[config.mk]
export PLATFORM = sky130hd
export DESIGN_NAME = seq_detect_prog
export DESIGN_NICKNAME = d
export VERILOG_FILES = /design/src/rtl/seq_detect_prog.sv
export SDC_FILE = /design/constraint.sdc
export NUM_CORES = 1
export LEC_CHECK = 0
export ABC_AREA = 1
export ABC_CLOCK_PERIOD_IN_PS = 5200
export CAP_MARGIN = 20
export CELL_PAD_IN_SITES_DETAIL_PLACEMENT = 0
export CELL_PAD_IN_SITES_GLOBAL_PLACEMENT = 1
export CORE_MARGIN = 5
export CORE_UTILIZATION = 44
export DETAILED_ROUTE_END_ITERATION = 10
export HOLD_SLACK_MARGIN = 0.03
export PLACE_DENSITY_LB_ADDON = 0.1
export SYNTH_ARGS = -nofsm -noshare
export SYNTH_HDL_FRONTEND = slang
export SYNTH_SLANG_ARGS = --single-unit
export TNS_END_PERCENT = 50
[constraint.sdc]
create_clock -name clk -period 5.2 [get_ports clk]
set_clock_uncertainty 0.05 [all_clocks]
set_input_delay 0.78 -clock clk [delete_from_list [all_inputs] [get_ports clk]]
set_output_delay 0.78 -clock clk [all_outputs]
set_load 0.01 [all_outputs]
[src/rtl/seq_detect_prog.sv]
// Programmable serial sequence detector: run-time loadable 1..MAX_LEN-bit pattern,
// overlapping or non-overlapping detection, qualified input, saturating match count.
module seq_detect_prog #(
  parameter int MAX_LEN = 16,
  parameter int LEN_W   = $clog2(MAX_LEN) + 1,
  parameter int CNT_W   = 8
) (
  input  logic               clk,
  input  logic               rst,
  input  logic               cfg_we,
  input  logic [MAX_LEN-1:0] cfg_pat,
  input  logic [LEN_W-1:0]   cfg_len,
  input  logic               cfg_overlap,
  input  logic               x_valid,
  input  logic               x_i,
  output logic               det_o,
  output logic [CNT_W-1:0]   det_cnt_o,
  output logic               cfg_ok_o,
  output logic               cfg_err_o
);

  typedef enum logic [1:0] {UNCFG, FILL, ACTIVE} state_t;

  localparam logic [LEN_W-1:0] MAX_LEN_L = LEN_W'(MAX_LEN);
  localparam logic [CNT_W-1:0] CNT_MAX   = '1;

  state_t             state;
  logic [MAX_LEN-1:0] pat_q;
  logic [MAX_LEN-1:0] hist_q;
  logic [MAX_LEN-1:0] hist_nxt;
  logic [MAX_LEN-1:0] len_mask;
  logic [LEN_W-1:0]   len_q;
  logic [LEN_W-1:0]   fill_q;
  logic [LEN_W-1:0]   fill_nxt;
  logic               ovl_q;
  logic               cfg_legal;
  logic               accept;
  logic               full_nxt;
  logic               hit;

  assign cfg_legal = (cfg_len != '0) && (cfg_len <= MAX_LEN_L);
  assign accept    = x_valid && (state != UNCFG);

  // Length-aware shift: the newest bit enters at index L-1, so hist[0..L-1]
  // always holds the last L accepted bits oldest-first, aligned with cfg_pat.
  always_comb begin
    hist_nxt = '0;
    len_mask = '0;
    for (int i = 0; i < MAX_LEN; i++) begin
      len_mask[i] = (i < int'(len_q));
    end
    for (int i = 0; i < MAX_LEN - 1; i++) begin
      if (i == int'(len_q) - 1)
        hist_nxt[i] = x_i;
      else if (i < int'(len_q) - 1)
        hist_nxt[i] = hist_q[i+1];
    end
    hist_nxt[MAX_LEN-1] = (len_q == MAX_LEN_L) && x_i;
  end

  assign fill_nxt = (fill_q < len_q) ? fill_q + LEN_W'(1) : fill_q;
  assign full_nxt = (fill_nxt >= len_q);
  assign hit      = accept && full_nxt && (((hist_nxt ^ pat_q) & len_mask) == '0);

  always_ff @(posedge clk) begin
    if (rst) begin
      state     <= UNCFG;
      pat_q     <= '0;
      len_q     <= '0;
      ovl_q     <= 1'b0;
      hist_q    <= '0;
      fill_q    <= '0;
      det_o     <= 1'b0;
      det_cnt_o <= '0;
      cfg_ok_o  <= 1'b0;
      cfg_err_o <= 1'b0;
    end else begin
      det_o     <= 1'b0;
      cfg_err_o <= 1'b0;
      if (cfg_we) begin
        // A write always wins over data in the same cycle; the bit is dropped.
        if (cfg_legal) begin
          pat_q     <= cfg_pat;
          len_q     <= cfg_len;
          ovl_q     <= cfg_overlap;
          hist_q    <= '0;
          fill_q    <= '0;
          det_cnt_o <= '0;
          cfg_ok_o  <= 1'b1;
          state     <= FILL;
        end else begin
          cfg_err_o <= 1'b1;
        end
      end else if (accept) begin
        hist_q <= hist_nxt;
        if (hit) begin
          det_o <= 1'b1;
          if (det_cnt_o != CNT_MAX)
            det_cnt_o <= det_cnt_o + CNT_W'(1);
        end
        if (hit && !ovl_q) begin
          fill_q <= '0;
          state  <= FILL;
        end else begin
          fill_q <= fill_nxt;
          state  <= (fill_nxt == len_q) ? ACTIVE : FILL;
        end
      end
    end
  end

endmodule
Word-level counts from Yosys, hierarchy flattened:

Index checks and enable logic that the tools add are counted.

* equality and inequality tests: 18
* reduce and logical (&&, ||, !) cells: 19
* add/sub/neg operators: 3
* multiplexer cells: 50
* order comparisons: 34
* bitwise operators: 4

Operator list (count)
* $mux 16: 3
* $eq 5x6->1 const A: 7
* $lt 5x6->1 const A: 7
* $lt 4x5->1 const A: 8
* $mux 8: 5
* $logic_not 32->1: 1
* $mux 1: 32
* $mux 5: 5
* $eq 4x6->1 const A: 4
* $lt 4x6->1 const A: 4
* $lt 3x5->1 const A: 4
* $and 16x16->16: 1
* $logic_not 16->1: 1
* $xor 16x16->16: 1
* $eq 3x6->1 const A: 2
* $lt 3x6->1 const A: 2
* $lt 1x5->1 const A: 2
* $lt 2x5->1 const A: 2
* $mux 2: 5
* $add 8x1->8 const B: 1
* $ne 8x8->1 const B: 1
* $reduce_bool 2->1: 4
* $eq 2x6->1 const A: 1
* $logic_and 1x1->1: 6
* other kinds (17): 19

* flip-flop bits (word level): 56
* output and inout port bits: 11
* input bits: 27
* logic and storage cells: 138

Depth between registers and ports, before layout:

* word-level depth: 12
* depth in mapped cells: 23
* gate-level depth less buffers: 21

Worst setup path after synthesis:

OpenSTA, ideal clock, no wires.

* kind: register to register
* start: reg len_q[1]
* end: reg det_cnt_o[2]
* setup slack: 1.794 ns
* cell stages (with the launch flop): 21
* data required time: 5.018 ns
* path buffers: 0
* period minus slack after synthesis: 3.406 ns
* setup time: 0.132 ns
* data arrival time: 3.224 ns
* cell sequence: dfxtp_1 inv_1 ha_1 nand4_1 o221ai_1 nor2_1 nand3_1 xor2_1 inv_1 ha_1 nand2_1 nor4_1 nor3_1 nor3_1 nand2_1 nor2_1 nand3_2 nor2_8 nand2_2 nand3_1 a21oi_1

* word-level cells in the longest chain between the ends: 10
* elaborated cells on any way between the ends: 89
* classes of those cells: add/sub: 1; order compare: 33; eq/ne: 15; mux: 31; bitwise: 2; reduce/logical: 7

RTL lines
* start, declared: RTL line 32 `logic [LEN_W-1:0] len_q;`
* start signal, assigned: RTL line 84 `len_q <= cfg_len;`
* $sub 5x1->6: RTL line 53, 55
* $lt 1x6->1 (tied with other cells): RTL line 55 `else if (i < int'(len_q) - 1)`
* $mux 1: RTL line 55
* $mux 1: RTL line 53 `if (i == int'(len_q) - 1)`
* $xor 16x16->16: RTL line 63 `assign hit = accept && full_nxt && (((hist_nxt ^ pat_q) & len_mask) == '0);`
* $and 16x16->16: RTL line 63
* $logic_not 16->1: RTL line 63
* $logic_and 1x1->1 *: RTL line 63
* $reduce_bool 2->1 (no line) *
* $reduce_and 4->1 (no line) *
* end signal, assigned: RTL line 99 `det_cnt_o <= det_cnt_o + CNT_W'(1);`
* end, declared: RTL line 17 `output logic [CNT_W-1:0] det_cnt_o,`

Mark *: on every way between the ends. The rest lies on a longest branch, timed or not.
A chain may end at the register's enable or synchronous reset.

Final worst setup path:

* start: reg len_q[2]
* end: reg det_cnt_o[2]

Same word-level chain as after synthesis.

==> results <==
- Post-CTS timing repair inserted 0 buffers for setup.
- The die area is 9720 sq um.
- For the pin with the worst max-slew slack, the measured transition is 0.661 ns.
- The signed area change from the synthesized netlist to the final layout is 15.7%.
- The worst-case IR drop observed on VDD is 0.000138 V.
- The half-perimeter wire length after placement is 7200 um.
- The number of hold-slack violations in the final timing report was 0.
- The critical path data arrival time is 4.10 ns.
- The global-route wire length before repair is 16500 um.
- The number of cell rows is 32.
- The root buffer cell is clkbuf_8.
- The number of iterations in the first detailed-routing pass is 5.
- 0 antenna diodes ended up in the layout.
- The CTS tree is done.
- STA classifies the critical path endpoint as a flop.
- Once detail routing completed, the nets flagged for antenna violations numbered 0.
- The max capacitance violation total is 0.
- The largest fanout on the critical path is 10.
- The total grt overflow is 0.
- In the synthesized netlist the dominant register cell turns out to be dfxtp_1.
- The post-CTS clock slew at the launch and capture registers of the worst setup and hold paths is 0.10 ns.
- After synthesis, flip-flops and latches occupy 31.9% of the total area.
- For this run, the post-layout net count is 583.
- The maximum clock frequency is 252 MHz.
- Power spread over the standard cell area amounts to 249 nW/um^2.
- The global routing usage summed across all routing layers is 20.7%.
- The required arrival time at the worst endpoint is 5.33 ns.
- Once the clock tree was built, the resizer swapped 0 gates to a different size.
- The worst path uses 76.3% of the clock period.
- The worst setup path is launched from a flop.
- The final-layout setup total negative slack is 0 ns.
- For this design the top-level I/O count stands at 38.
- The number of nets handed over by synthesis was 556.
- In this run the tightest slew margin relative to its limit is 55.8%.
- The kind of cell adding the most delay to the critical path is simple AND/OR/NAND/NOR gates.
- The setup violation total in the final timing report is 0.
- The initial standard-cell utilization of the core is 44.9%.
- Before CTS, the worst setup slack after placement is 1.26 ns.
- The longest clock path from root to sink contains 2 buffers.
- The die is 98.6 um tall.
- The signal on the critical path passes through inv_2, ha_1, a21oi_1, o221ai_1, nor2_1, xor2_1, inv_1, ha_1, inv_1, nor4_1, nor3_1, nor3_1, nand2_1, nor2_1, nand3_2, nor2_8, nand2_2, nand3_1, a21oi_1.
- Input and output buffers added on the ports amount to 37.
- The count of final max-slew check failures is 0.
- The average cell area after synthesis is 6.72 sq um.
- In this design, the stage delay of the slowest critical-path cell is 0.53 ns.
- The total routed wirelength is 9790 um.
- Dividing the detail-routed wire length by the instance count gives 15.2 um.
- Among all stages on the critical path, the largest delay is contributed by dfxtp_1.
- The class of the tightest hold or removal check is flop to flop.
- The time the worst path needs with I/O delays and setup is 3.97 ns.
- The distinct cell type count of the synthesized netlist is 36.
- The instance count of the mapped netlist is 514.
- The region available for standard cell placement spans 7690 sq um.
- Routability-driven placement finished with a final weighted congestion of 0.874.
- The share of synthesized flip-flops with an asynchronous set or reset is 0%.
- The DRC violation count after routing is 0.
- Setup repair after global routing left no endpoint under its margin.
- The initial antenna violation count is 0.
- In this run, synthesis produced a sequential element count of 55.
- The final route contains 3511 vias.
- The CTS buffer count is 5.
- The number of global-route vias before repair is 3272.
- The run finished with clean final reports.
- Setup slack closes at 1.23 ns.
- For this design the static power due to leakage is 1.75 nW.
- The starting DRC count in detailed routing is 168.
- The number of flops mapped to enable cells by yosys is 0.
- In this run the number of H-tree levels came out at 2.
- The post-route netlist has 6.27% of its cells at a drive strength greater than 1.
- The type of the worst setup path is flop to flop.
- Dividing the detail-routed via count by the number of cells gives 5.45.
- The most frequent standard cell in the layout excluding fill and tap cells is nand2_1.
- The number of buffers and inverters on the critical path is 3.
- The pin count of the biggest net entering global routing is 53.
- Clock tree synthesis found a total of 55 sinks.
- Yosys printed 0 warnings.
- Buffers inserted to repair hold after CTS numbered 0.
- The die is 98.6 um wide.
- The top cell types in the final layout, fill and taps aside, are nand2_1 (117), nand3_1 (76), dfxtp_1 (55).
- The core occupancy in the finished layout is 52.0%.
- The later-pin clock latency in the skew report is 0.32 ns.
- The synthesized netlist occupies a cell area of 3450 sq um.
[registers in the layout (all words and copies together) (netlist names)]
| register | count |
|---|---|
| len_q | 5 |
| fill_q | 5 |
| pat_q | 16 |
| cfg_ok_o | 1 |
| state | 2 |
| det_o | 1 |
| ovl_q | 1 |
| cfg_err_o | 1 |
| hist_q | 15 |
| det_cnt_o | 8 |
[cell usage after synthesis (2+ instances only)]
cell type	n	area, sq um
a21oi_1	43	215
nor2_2	5	31.3
inv_1	54	203
ha_1	15	188
nor4_1	4	25.0
dfxtp_1	55	1100
clkbuf_1	11	41.3
o21ai_1	2	10.0
a32o_1	8	80.1
buf_2	5	25.0
xnor2_1	4	35.0
nand4_1	14	87.6
xor2_1	6	52.6
inv_2	4	15.0
nor2_4	3	33.8
nand3_1	76	380
nand3b_1	4	30.0
or2_2	2	12.5
nor3_1	5	25.0
nand2_2	3	18.8
nand3_2	4	40.0
o21ai_0	36	180
nor2_1	22	82.6
nand2_1	117	439
[path summary, 6_finish.rpt]
kind / slack (ns) / depth (start not counted) / endpoint / startpoint
setup / recovery: 1.23 / 19 / det_cnt_o[2]$_SDFFE_PP0P_ / len_q[2]$_SDFFE_PP0P_
hold / removal: 0.42 / 2 / state[1]$_SDFFE_PP0P_ / state[1]$_SDFFE_PP0P_
setup reg to reg: 1.23 / 19 / det_cnt_o[2]$_SDFFE_PP0P_ / len_q[2]$_SDFFE_PP0P_
hold reg to reg: 0.42 / 2 / state[1]$_SDFFE_PP0P_ / state[1]$_SDFFE_PP0P_
[through the flow]
step	cells	hold WS (ns)	cell area (sq um)	total power, mW
after floorplan	514	0.392	3450	0.623
after global placement	636	0.402	3880	0.696
after detailed placement	636	0.408	3880	0.697
after CTS	644	0.424	4000	1.00
after global routing	644	0.450	4000	1.05
final	644	0.422	4000	0.994
[area by class of cell]
| class | instances | area [sq um] |
|---|---|---|
| fillers | 791 | 3690 |
| multi-input cells | 381 | 2040 |
| flip-flops and latches | 55 | 1100 |
| repair buffers | 39 | 385 |
| inverters | 59 | 221 |
| well taps | 102 | 128 |
| clock buffers | 6 | 82.6 |
| clock inverters | 2 | 35.0 |
[power by group]
group	switching [mW]	total, mW	internal, mW
Combinational	0.162	0.240	0.0779
Sequential	0.0128	0.449	0.436
Clock	0.148	0.305	0.156
Total	0.323	0.994	0.670
[metal layers]
layer	vias to the layer above	GRT usage [%]	routed length (um)
li1	1785	-	-
met1	1610	28.4	4540
met2	106	34.5	4630
met3	10	3.04	496
met4	0	4.62	115
met5	-	0	0
[worst reg2reg max path: stages, from the launching register on]
cell and delay, ns:
dfxtp_1 0.53, inv_2 0.17, ha_1 0.34, a21oi_1 0.15, o221ai_1 0.23, nor2_1 0.23
xor2_1 0.19, inv_1 0.10, ha_1 0.29, inv_1 0.05, nor4_1 0.39, nor3_1 0.08
nor3_1 0.15, nand2_1 0.07, nor2_1 0.12, nand3_2 0.14, nor2_8 0.20, nand2_2 0.14
nand3_1 0.11, a21oi_1 0.07
[cell families (layout without fill, tap and decap cells)]
| group | count (synthesis) | after routing | share of synthesized area [%] |
|---|---|---|---|
| AO/OA/AOI/OAI | 94 | 94 | 15.1 |
| buffers and inverters | 78 | 106 | 8.98 |
| flip-flops | 55 | 55 | 31.9 |
| XOR/XNOR | 10 | 10 | 2.54 |
| AND/OR/NAND/NOR | 262 | 262 | 36.0 |
| adder cells (fa/ha/maj) | 15 | 15 | 5.43 |
Note: power is estimated with default switching activity, not from simulation.
